===== src/rtl/serial_adder_pkg.sv =====
// serial_adder_pkg: FSM state type and default operand width shared by serial_adder_fsm.
package serial_adder_pkg;
    localparam int DEF_WIDTH = 8;
    typedef enum logic [1:0] {IDLE = 2'd0, SHIFT = 2'd1, DONE = 2'd2} state_t;
endpackage


===== src/rtl/fulladder_usinghalfadders.sv =====
// fulladder_usinghalfadders: one-bit full adder built from two half-adder stages.
module fulladder_usinghalfadders (
    input  logic a,
    input  logic b,
    input  logic cin,
    output logic sum,
    output logic cout
);
    logic w_s1, w_c1, w_c2;
    assign w_s1 = a ^ b;
    assign w_c1 = a & b;
    assign sum  = w_s1 ^ cin;
    assign w_c2 = w_s1 & cin;
    assign cout = w_c1 | w_c2;
endmodule


===== src/rtl/serial_adder_fsm.sv =====
// serial_adder_fsm: LSB-first bit-serial adder around one full-adder cell, valid/ready on both sides.
// Define SERIAL_ADDER_SUB_EN to add the sub port (a - b via inverted b and forced carry-in).
module serial_adder_fsm
    import serial_adder_pkg::*;
#(
    parameter int WIDTH = DEF_WIDTH
) (
    input  logic             clk,
    input  logic             rst,
    input  logic             in_valid,
    output logic             in_ready,
    input  logic [WIDTH-1:0] a,
    input  logic [WIDTH-1:0] b,
    input  logic             cin,
`ifdef SERIAL_ADDER_SUB_EN
    input  logic             sub,
`endif
    output logic             out_valid,
    input  logic             out_ready,
    output logic [WIDTH-1:0] sum,
    output logic             cout,
    output logic             busy
);
    localparam int CNT_W = $clog2(WIDTH) + 1;

    state_t           r_state;
    logic [WIDTH-1:0] r_a, r_b, r_sum;
    logic             r_carry;
    logic [CNT_W-1:0] r_cnt;
    logic             w_fa_sum, w_fa_carry, w_sub;
    logic [WIDTH-1:0] w_sum_next;

`ifdef SERIAL_ADDER_SUB_EN
    assign w_sub = sub;
`else
    assign w_sub = 1'b0;
`endif

    fulladder_usinghalfadders u_fa (
        .a    (r_a[0]),
        .b    (r_b[0]),
        .cin  (r_carry),
        .sum  (w_fa_sum),
        .cout (w_fa_carry)
    );

    // Result bits enter at the MSB so the word is aligned after WIDTH shifts.
    generate
        if (WIDTH == 1) begin : g_w1
            assign w_sum_next = w_fa_sum;
        end else begin : g_wn
            assign w_sum_next = {w_fa_sum, r_sum[WIDTH-1:1]};
        end
    endgenerate

    always_ff @(posedge clk or posedge rst) begin
        if (rst) begin
            r_state <= IDLE;
            r_a     <= '0;
            r_b     <= '0;
            r_sum   <= '0;
            r_carry <= 1'b0;
            r_cnt   <= '0;
        end else if (r_state == IDLE && in_valid) begin
            r_state <= SHIFT;
            r_a     <= a;
            r_b     <= w_sub ? ~b : b;
            r_carry <= w_sub | cin;
            r_cnt   <= '0;
        end else if (r_state == SHIFT) begin
            r_sum   <= w_sum_next;
            r_a     <= r_a >> 1;
            r_b     <= r_b >> 1;
            r_carry <= w_fa_carry;
            r_cnt   <= r_cnt + CNT_W'(1);
            if (r_cnt == CNT_W'(WIDTH - 1))
                r_state <= DONE;
        end else if (r_state == DONE && out_ready) begin
            r_state <= IDLE;
        end
    end

    assign in_ready  = r_state == IDLE;
    assign out_valid = r_state == DONE;
    assign busy      = r_state != IDLE;
    assign sum       = r_sum;
    assign cout      = r_carry;
endmodule


===== config.mk =====
export PLATFORM = sky130hd
export DESIGN_NAME = serial_adder_fsm
export DESIGN_NICKNAME = d
export VERILOG_FILES = /design/src/rtl/serial_adder_pkg.sv /design/src/rtl/fulladder_usinghalfadders.sv /design/src/rtl/serial_adder_fsm.sv
export SDC_FILE = /design/constraint.sdc
export NUM_CORES = 1
export LEC_CHECK = 0
export ABC_CLOCK_PERIOD_IN_PS = 2100
export CAP_MARGIN = 0
export CORE_ASPECT_RATIO = 0.5
export CORE_UTILIZATION = 44
export DETAILED_ROUTE_END_ITERATION = 8
export PLACE_DENSITY_LB_ADDON = 0.08
export SYNTH_ARGS = -nofsm -noshare
export SYNTH_HDL_FRONTEND = slang
export SYNTH_SLANG_ARGS = --single-unit

===== constraint.sdc =====
create_clock -name clk -period 2.1 [get_ports clk]
set_clock_uncertainty 0.1 [all_clocks]
set_input_delay 0.42 -clock clk [delete_from_list [all_inputs] [get_ports clk]]
set_output_delay 0.42 -clock clk [all_outputs]
set_load 0.1 [all_outputs]

==> reports/metrics.yaml, run 1 <==
fin_area_um2: 1840
netlist_area_um2: 1380
cp_max_fo: 9
worst_pin_slew_ns: 0.518
hold_ws_ns: 0.379
path_depth: 3
numPortBuffers: 32
worstSetupPathType: "register to output pin"
p_clk_frac: 0.188
dieWidth_um: 81.1
p_sw_mw: 1.49
grt_start_max_net_pins: 32
avgSynthCellArea_um2: 9.75
nets: 199
worst_path_largest_cell_delay_ns: 0.48
grt-ovfl-total: 0
dpl_cell_area_um2: 1720
cts_setup_buffers: 0
worst_path_max_delay_cell: "dfrtp_1"
seq_power_share: 0.317
drt-total-wl_um: 2560
post_drt_wl_per_cell_um: 11.9
viasPerCell: 4.97
numCtsBuffers: 5
clock-sinks: 31
rows: 13
worstPathCellList: "or2_2, clkinvlp_4, buf_12"
ys_seq_area_frac: 0.564
leakagePower_nw: 0.919
antenna_found_initial: 0
dieArea_um2: 3370
critPathBufInv: 2
power.density_nw_per_um2: 1720
crit_path_end_kind: "output pin"
max_slew_margin: 0.655
ys_warn_count: 0
final-hold-violation-count: 0
outcome: "finished, final reports clean"
antenna_left: 0
period_needed_ns: 1.90
rsz0062_at_grt: "false"
root_buffer: "clkbuf_8"
synth.distinct_cells: 24
vias: 1063
fin_setup_tns_ns: 0
place_congestion: 0.685
clk_latency_ns: 0.28
grt_pass1_vias: 991
synthCells: 141
worst_setup_path_start_kind: "register"
firstDrtPassIters: 6
initial_core_util: 0.494
remaining_drc_errors: 0
drive_above_1_share: 0.164
critPathTopFamily: "flip-flops"
ir_drop_v: 0.000911
r2r_start: "r_state[0]"
min_from: "r_a[4]"
hold_path_class: "register to register"
cts_buffer_depth: 2
htreeDepth: 2
synthesis.nets: 164
max_freq_ghz: 0.525
grt_pass1_wl_um: 4550
ff2ff_path_depth: 4
drtIter0Drc: 82
place_ws_ns: 0.339
hold_buffers: 0
core_area_um2: 2780
crit_required_ns: 1.58
slew_viol_final: 0
internal_power_mw: 1.68
crit_arrival_ns: 1.38
whs_path_depth: 2
p_sw_frac: 0.471
die_h_um: 41.5
grtUsageTotal: 0.182
maxCapViolations: 0
combPwrFrac: 0.495
cts_resized: 0
clkTransAtPathRegs_ns: 0.07
rrSetupSlack_ns: 0.63
setup-violations-final: 0
synthToLayoutAreaGrowth_pct: 33.5
finalCritPeriodShare: 0.907
worstReg2RegEnd: "r_cnt[3]"
setup_ws_ns: 0.196
diodes: 0
ios: 33
cts_tree: "built"
synth-seq-cells: 31
min_to: "r_a[4]"
dpl.hpwl_um: 1680
-- state kept, by name, summed over array words and instances (netlist names) --
signal   flops
r_a          8
cout         1
r_state      2
r_b          8
sum          8
r_cnt        4
-- synth_stat cells --
library cell / n / area share
nor2_1: 1 / 0.0027
nand4_1: 1 / 0.0046
a22o_1: 1 / 0.0064
inv_1: 2 / 0.0055
fa_1: 1 / 0.015
nor2b_1: 2 / 0.0091
o21bai_2: 1 / 0.0082
o21bai_1: 1 / 0.0055
mux2i_1: 1 / 0.0073
ha_1: 1 / 0.0091
o31ai_1: 1 / 0.0055
nor3b_2: 1 / 0.0091
nand2_1: 62 / 0.17
o21ai_0: 3 / 0.011
nor3b_1: 1 / 0.0055
nand2b_1: 4 / 0.018
buf_4: 1 / 0.0055
or2_2: 1 / 0.0046
dfrtp_1: 31 / 0.56
a21o_1: 1 / 0.0055
buf_2: 3 / 0.011
buf_6: 4 / 0.033
a22oi_1: 15 / 0.082
o21ai_1: 1 / 0.0036
-- power groups by stage --
stage | logic (mW) | registers (mW) | clock network, mW
2_1_floorplan | 0.816 | 1.45 | 0
6_report | 1.57 | 1.00 | 0.594
4_1_cts | 1.58 | 1.00 | 0.611
3_3_place_gp | 1.56 | 1.00 | 0
3_5_place_dp | 1.58 | 1.01 | 0
5_1_grt | 1.70 | 1.04 | 0.637
-- final cells by class --
class | count | area [um2]
multi-input combinational | 100 | 527
tap | 37 | 46.3
inverter | 2 | 11.3
clock inverter | 2 | 35.0
timing repair buffer | 36 | 358
sequential | 31 | 776
clock buffer | 6 | 82.6
fill | 250 | 946
-- cell families (layout without fill, tap and decap cells) --
family,Yosys count,after routing,synth area share
flip-flops,31,31,0.564
buffers and inverters,10,46,0.0546
multiplexers,1,1,0.00728
AO/OA/AOI/OAI,24,24,0.127
AND/OR/NAND/NOR,73,73,0.223
adder cells (fa/ha/maj),2,2,0.0237
-- through the flow --
| step | util | instances | total power [mW] |
|---|---|---|---|
| 2_1_floorplan | - | 141 | 2.26 |
| 3_3_place_gp | 0.618 | 206 | 2.56 |
| 5_1_grt | 0.660 | 214 | 3.38 |
| 4_1_cts | 0.660 | 214 | 3.19 |
| 3_5_place_dp | 0.618 | 206 | 2.59 |
| 6_report | 0.660 | 214 | 3.17 |
-- layer usage --
metal | GRT usage | wire [um] | up-vias
met5 | 0 | 0 | -
met4 | 0.0429 | 0 | 0
met3 | 0.0747 | 194 | 0
met2 | 0.264 | 1080 | 37
met1 | 0.252 | 1280 | 493
li1 | - | - | 533
-- placed cells by master (no fill, tap or decap), drive strengths merged --
| cell | synthesis | final |
|---|---|---|
| a21o | 1 | 1 |
| dfrtp | 31 | 31 |
| o21ai | 4 | 4 |
| buf | 8 | 16 |
| nor2 | 1 | 1 |
| a22o | 1 | 1 |
| clkinv | 0 | 1 |
| clkinvlp | 0 | 1 |
| nor3b | 2 | 2 |
| clkdlybuf4s50 | 0 | 20 |
| o21bai | 2 | 2 |
| o31ai | 1 | 1 |
| fa | 1 | 1 |
| clkbuf | 0 | 6 |
| a22oi | 15 | 15 |
| inv | 2 | 1 |
| nand2b | 4 | 4 |
| bufinv | 0 | 1 |
| ha | 1 | 1 |
| mux2i | 1 | 1 |
| or2 | 1 | 1 |
| nand2 | 62 | 62 |
| nor2b | 2 | 2 |
| nand4 | 1 | 1 |
-- worst max-delay path by stage --
| stage | from | endpoint | slack [ns] |
|---|---|---|---|
| after global routing | r_state[0] | in_ready | 0.15 |
| after detailed placement | in_valid | r_cnt[3] | 0.34 |
| after global placement | in_valid | r_cnt[3] | 0.37 |
| after floorplan | r_state[0] | in_ready | 0.06 |
| final | r_state[0] | in_ready | 0.20 |
| after CTS | r_state[0] | in_ready | 0.19 |
-- worst reg2reg max path, stage by stage, from the launching register on --
cell	delay [ns]
dfrtp_1	0.50
nor2b_1	0.17
buf_4	0.29
nand4_1	0.16
mux2i_1	0.13
Power figures use the tool's default switching activity.
==> run 2, diff against run 1 <==
--- a/config.mk
+++ b/config.mk
@@ -8,7 +8,7 @@
 export ABC_CLOCK_PERIOD_IN_PS = 2100
 export CAP_MARGIN = 0
 export CORE_ASPECT_RATIO = 0.5
-export CORE_UTILIZATION = 44
+export CORE_UTILIZATION = 30
 export DETAILED_ROUTE_END_ITERATION = 8
 export PLACE_DENSITY_LB_ADDON = 0.08
 export SYNTH_ARGS = -nofsm -noshare
==> run 2 against run 1 <==
The run now ends with design-rule violations left. Via count down 0.28%. Cell count up 8.4%. Largest power group unchanged. First-iteration DRC count down 20%. Maximum frequency up 0.46%. Register-to-register slack worse by 0.02 ns. Highest routed layer is now met4. Critical path depth unchanged. Largest cell class unchanged. Routed wire length up 8.8%. Final area up 1.7%.
==> reports/metrics.yaml, run 2 (synthesis gave the netlist of run 1 again) <==
outcome: "finished with violations"
violations: "design-rule violations"
worstReg2RegEnd: "r_cnt[2]"
htreeDepth: 2  # unchanged
numCtsBuffers: 5  # unchanged
period_needed_ns: 1.90  # -0.00879 ns
cts_buffer_depth: 2  # unchanged
post_drt_wl_per_cell_um: 12.0  # +0.40%
fin_setup_tns_ns: 0  # unchanged
maxCapViolations: 0  # unchanged
ios: 33  # unchanged
regArea_um2: 776  # unchanged
min_to: "r_b[2]"
cts_tree: "built"
slew_viol_final: 0  # unchanged
fin_area_um2: 1870  # +1.7%
place_congestion: 0.672  # -1.9%
rows: 16  # +3
nets: 200  # +0.50%
clock-sinks: 31  # unchanged
max_slew_margin: 0.626  # -0.0291
grt_pass1_vias: 1026  # +3.5%
initial_core_util: 0.332  # -0.163
synthToLayoutAreaGrowth_pct: 35.8
place_ws_ns: 0.348  # +0.00929 ns
setup_ws_ns: 0.205  # +0.00879 ns
worst_pin_slew_ns: 0.561  # +0.0436 ns
drt-total-wl_um: 2780  # +8.8%
internal_power_mw: 1.69  # +1.0%
ir_drop_v: 0.000559  # -39%
p_sw_mw: 1.51  # +1.3%
combPwrFrac: 0.496  # about the same
cp_max_fo: 8  # -1
nFillCells: 421  # +68%
multi_input_area_um2: 529  # +0.48%
worst_path_max_delay_cell: "dfrtp_1"
diodes: 0  # unchanged
worst_setup_path_start_kind: "register"
p_sw_frac: 0.471  # +0.000660
grt_start_max_net_pins: 32  # unchanged
root_buffer: "clkbuf_8"
numPortBuffers: 32  # unchanged
clkTransAtPathRegs_ns: 0.07  # about the same
grt-ovfl-total: 0  # unchanged
max_freq_ghz: 0.528  # +0.46%
dpl.hpwl_um: 1840  # +10%
worstSetupPathType: "register to output pin"
min_from: "r_b[2]"
final-hold-violation-count: 0  # unchanged
crit_arrival_ns: 1.38  # about the same
grt_pass1_wl_um: 4860  # +6.8%
antenna_found_initial: 0  # unchanged
worst_path_largest_cell_delay_ns: 0.46  # -0.02 ns
crit_path_end_kind: "output pin"
setup-violations-final: 0  # unchanged
seq_power_share: 0.314  # -0.003
core_area_um2: 4140  # +49%
hold_ws_ns: 0.377  # -0.00138 ns
drtIter0Drc: 66  # -20%
die_h_um: 49.9  # +20%
whs_path_depth: 2  # unchanged
power.density_nw_per_um2: 1720  # -0.53%
final_common_cell: "nand2_1"
cts_setup_buffers: 0  # unchanged
dpl_cell_area_um2: 1750  # +1.8%
dieArea_um2: 4880  # +45%
dieWidth_um: 97.7  # +21%
cts_resized: 0  # unchanged
worstPathCellList: "or2_2, clkinvlp_4, buf_12"
crit_required_ns: 1.58  # about the same
leakagePower_nw: 0.925  # +0.69%
drive_above_1_share: 0.174  # +0.0103
grtUsageTotal: 0.132  # -0.0493
hold_path_class: "register to register"
remaining_drc_errors: 4  # +4
p_clk_frac: 0.190  # +0.002
firstDrtPassIters: 6  # unchanged
viasPerCell: 4.57  # -8.0%
rsz0062_at_grt: "false"
finalCritPeriodShare: 0.902  # -0.00418
layout_common_cells: "62 x nand2_1, 31 x dfrtp_1, 20 x clkdlybuf4s50_1, 15 x a22oi_1, 14 x buf_4"
vias: 1060  # -0.28%
clk_latency_ns: 0.28  # about the same
ff2ff_path_depth: 3  # -1
rrSetupSlack_ns: 0.61  # -0.02 ns
hold_buffers: 0  # unchanged
r2r_start: "r_state[1]"
antenna_left: 0  # unchanged
run 2: cell types whose count changed in the layout (fill, tap and decap cells not counted), sizes merged:
cell / before / now
buf: 16 / 17
run 2: worst max-delay path by stage:
| stage | startpoint | to | slack [ns] | cells after the start |
|---|---|---|---|---|
| 3_3_place_gp | in_valid | r_cnt[3] | 0.35 | 5 |
| 6_report | r_state[1] | in_ready | 0.20 | 3 |
| 2_1_floorplan | r_state[0] | in_ready | 0.06 | 3 |
| 3_5_place_dp | in_valid | r_cnt[3] | 0.35 | 5 |
| 4_1_cts | r_state[0] | in_ready | 0.18 | 3 |
| 5_1_grt | r_state[0] | in_ready | 0.13 | 3 |
run 2: power groups by stage:
stage | sequential (mW) | combinational, mW | clock, mW
floorplan | 1.45 | 0.816 | 0
global placement | 1.01 | 1.60 | 0
detailed placement | 1.01 | 1.61 | 0
CTS | 1.01 | 1.61 | 0.630
global route | 1.05 | 1.73 | 0.648
finish | 1.01 | 1.59 | 0.607
run 2: stage by stage:
step	std cells	utilization	power (mW)
floorplan	141	-	2.26
global placement	224	0.422	2.61
detailed placement	224	0.422	2.62
CTS	232	0.450	3.25
global route	232	0.450	3.42
finish	232	0.450	3.20
run 2: critical path, delay by kind of cell, from the launching register on:
kind,cells,cell delay [ns]
buffers and inverters,2,0.26
DFF,1,0.46
and+or+nand+nor,1,0.38
run 2: cell type report:
type	count	share of cell area
multi-input cells	100	0.284
repair buffers	37	0.196
inverters	2	0.00603
flip-flops and latches	31	0.416
clock buffers	6	0.0442
clock inverters	2	0.0188
well taps	54	0.0362
run 2: layer usage:
metal | wire (um) | share of wire | global-route usage | up-vias
met3 | 163 | 0.059 | 0.0468 | 2
li1 | - | - | - | 538
met1 | 1440 | 0.52 | 0.178 | 489
met4 | 19 | 0.0068 | 0.0530 | 0
met2 | 1160 | 0.42 | 0.194 | 31
met5 | 0 | 0 | 0 | -
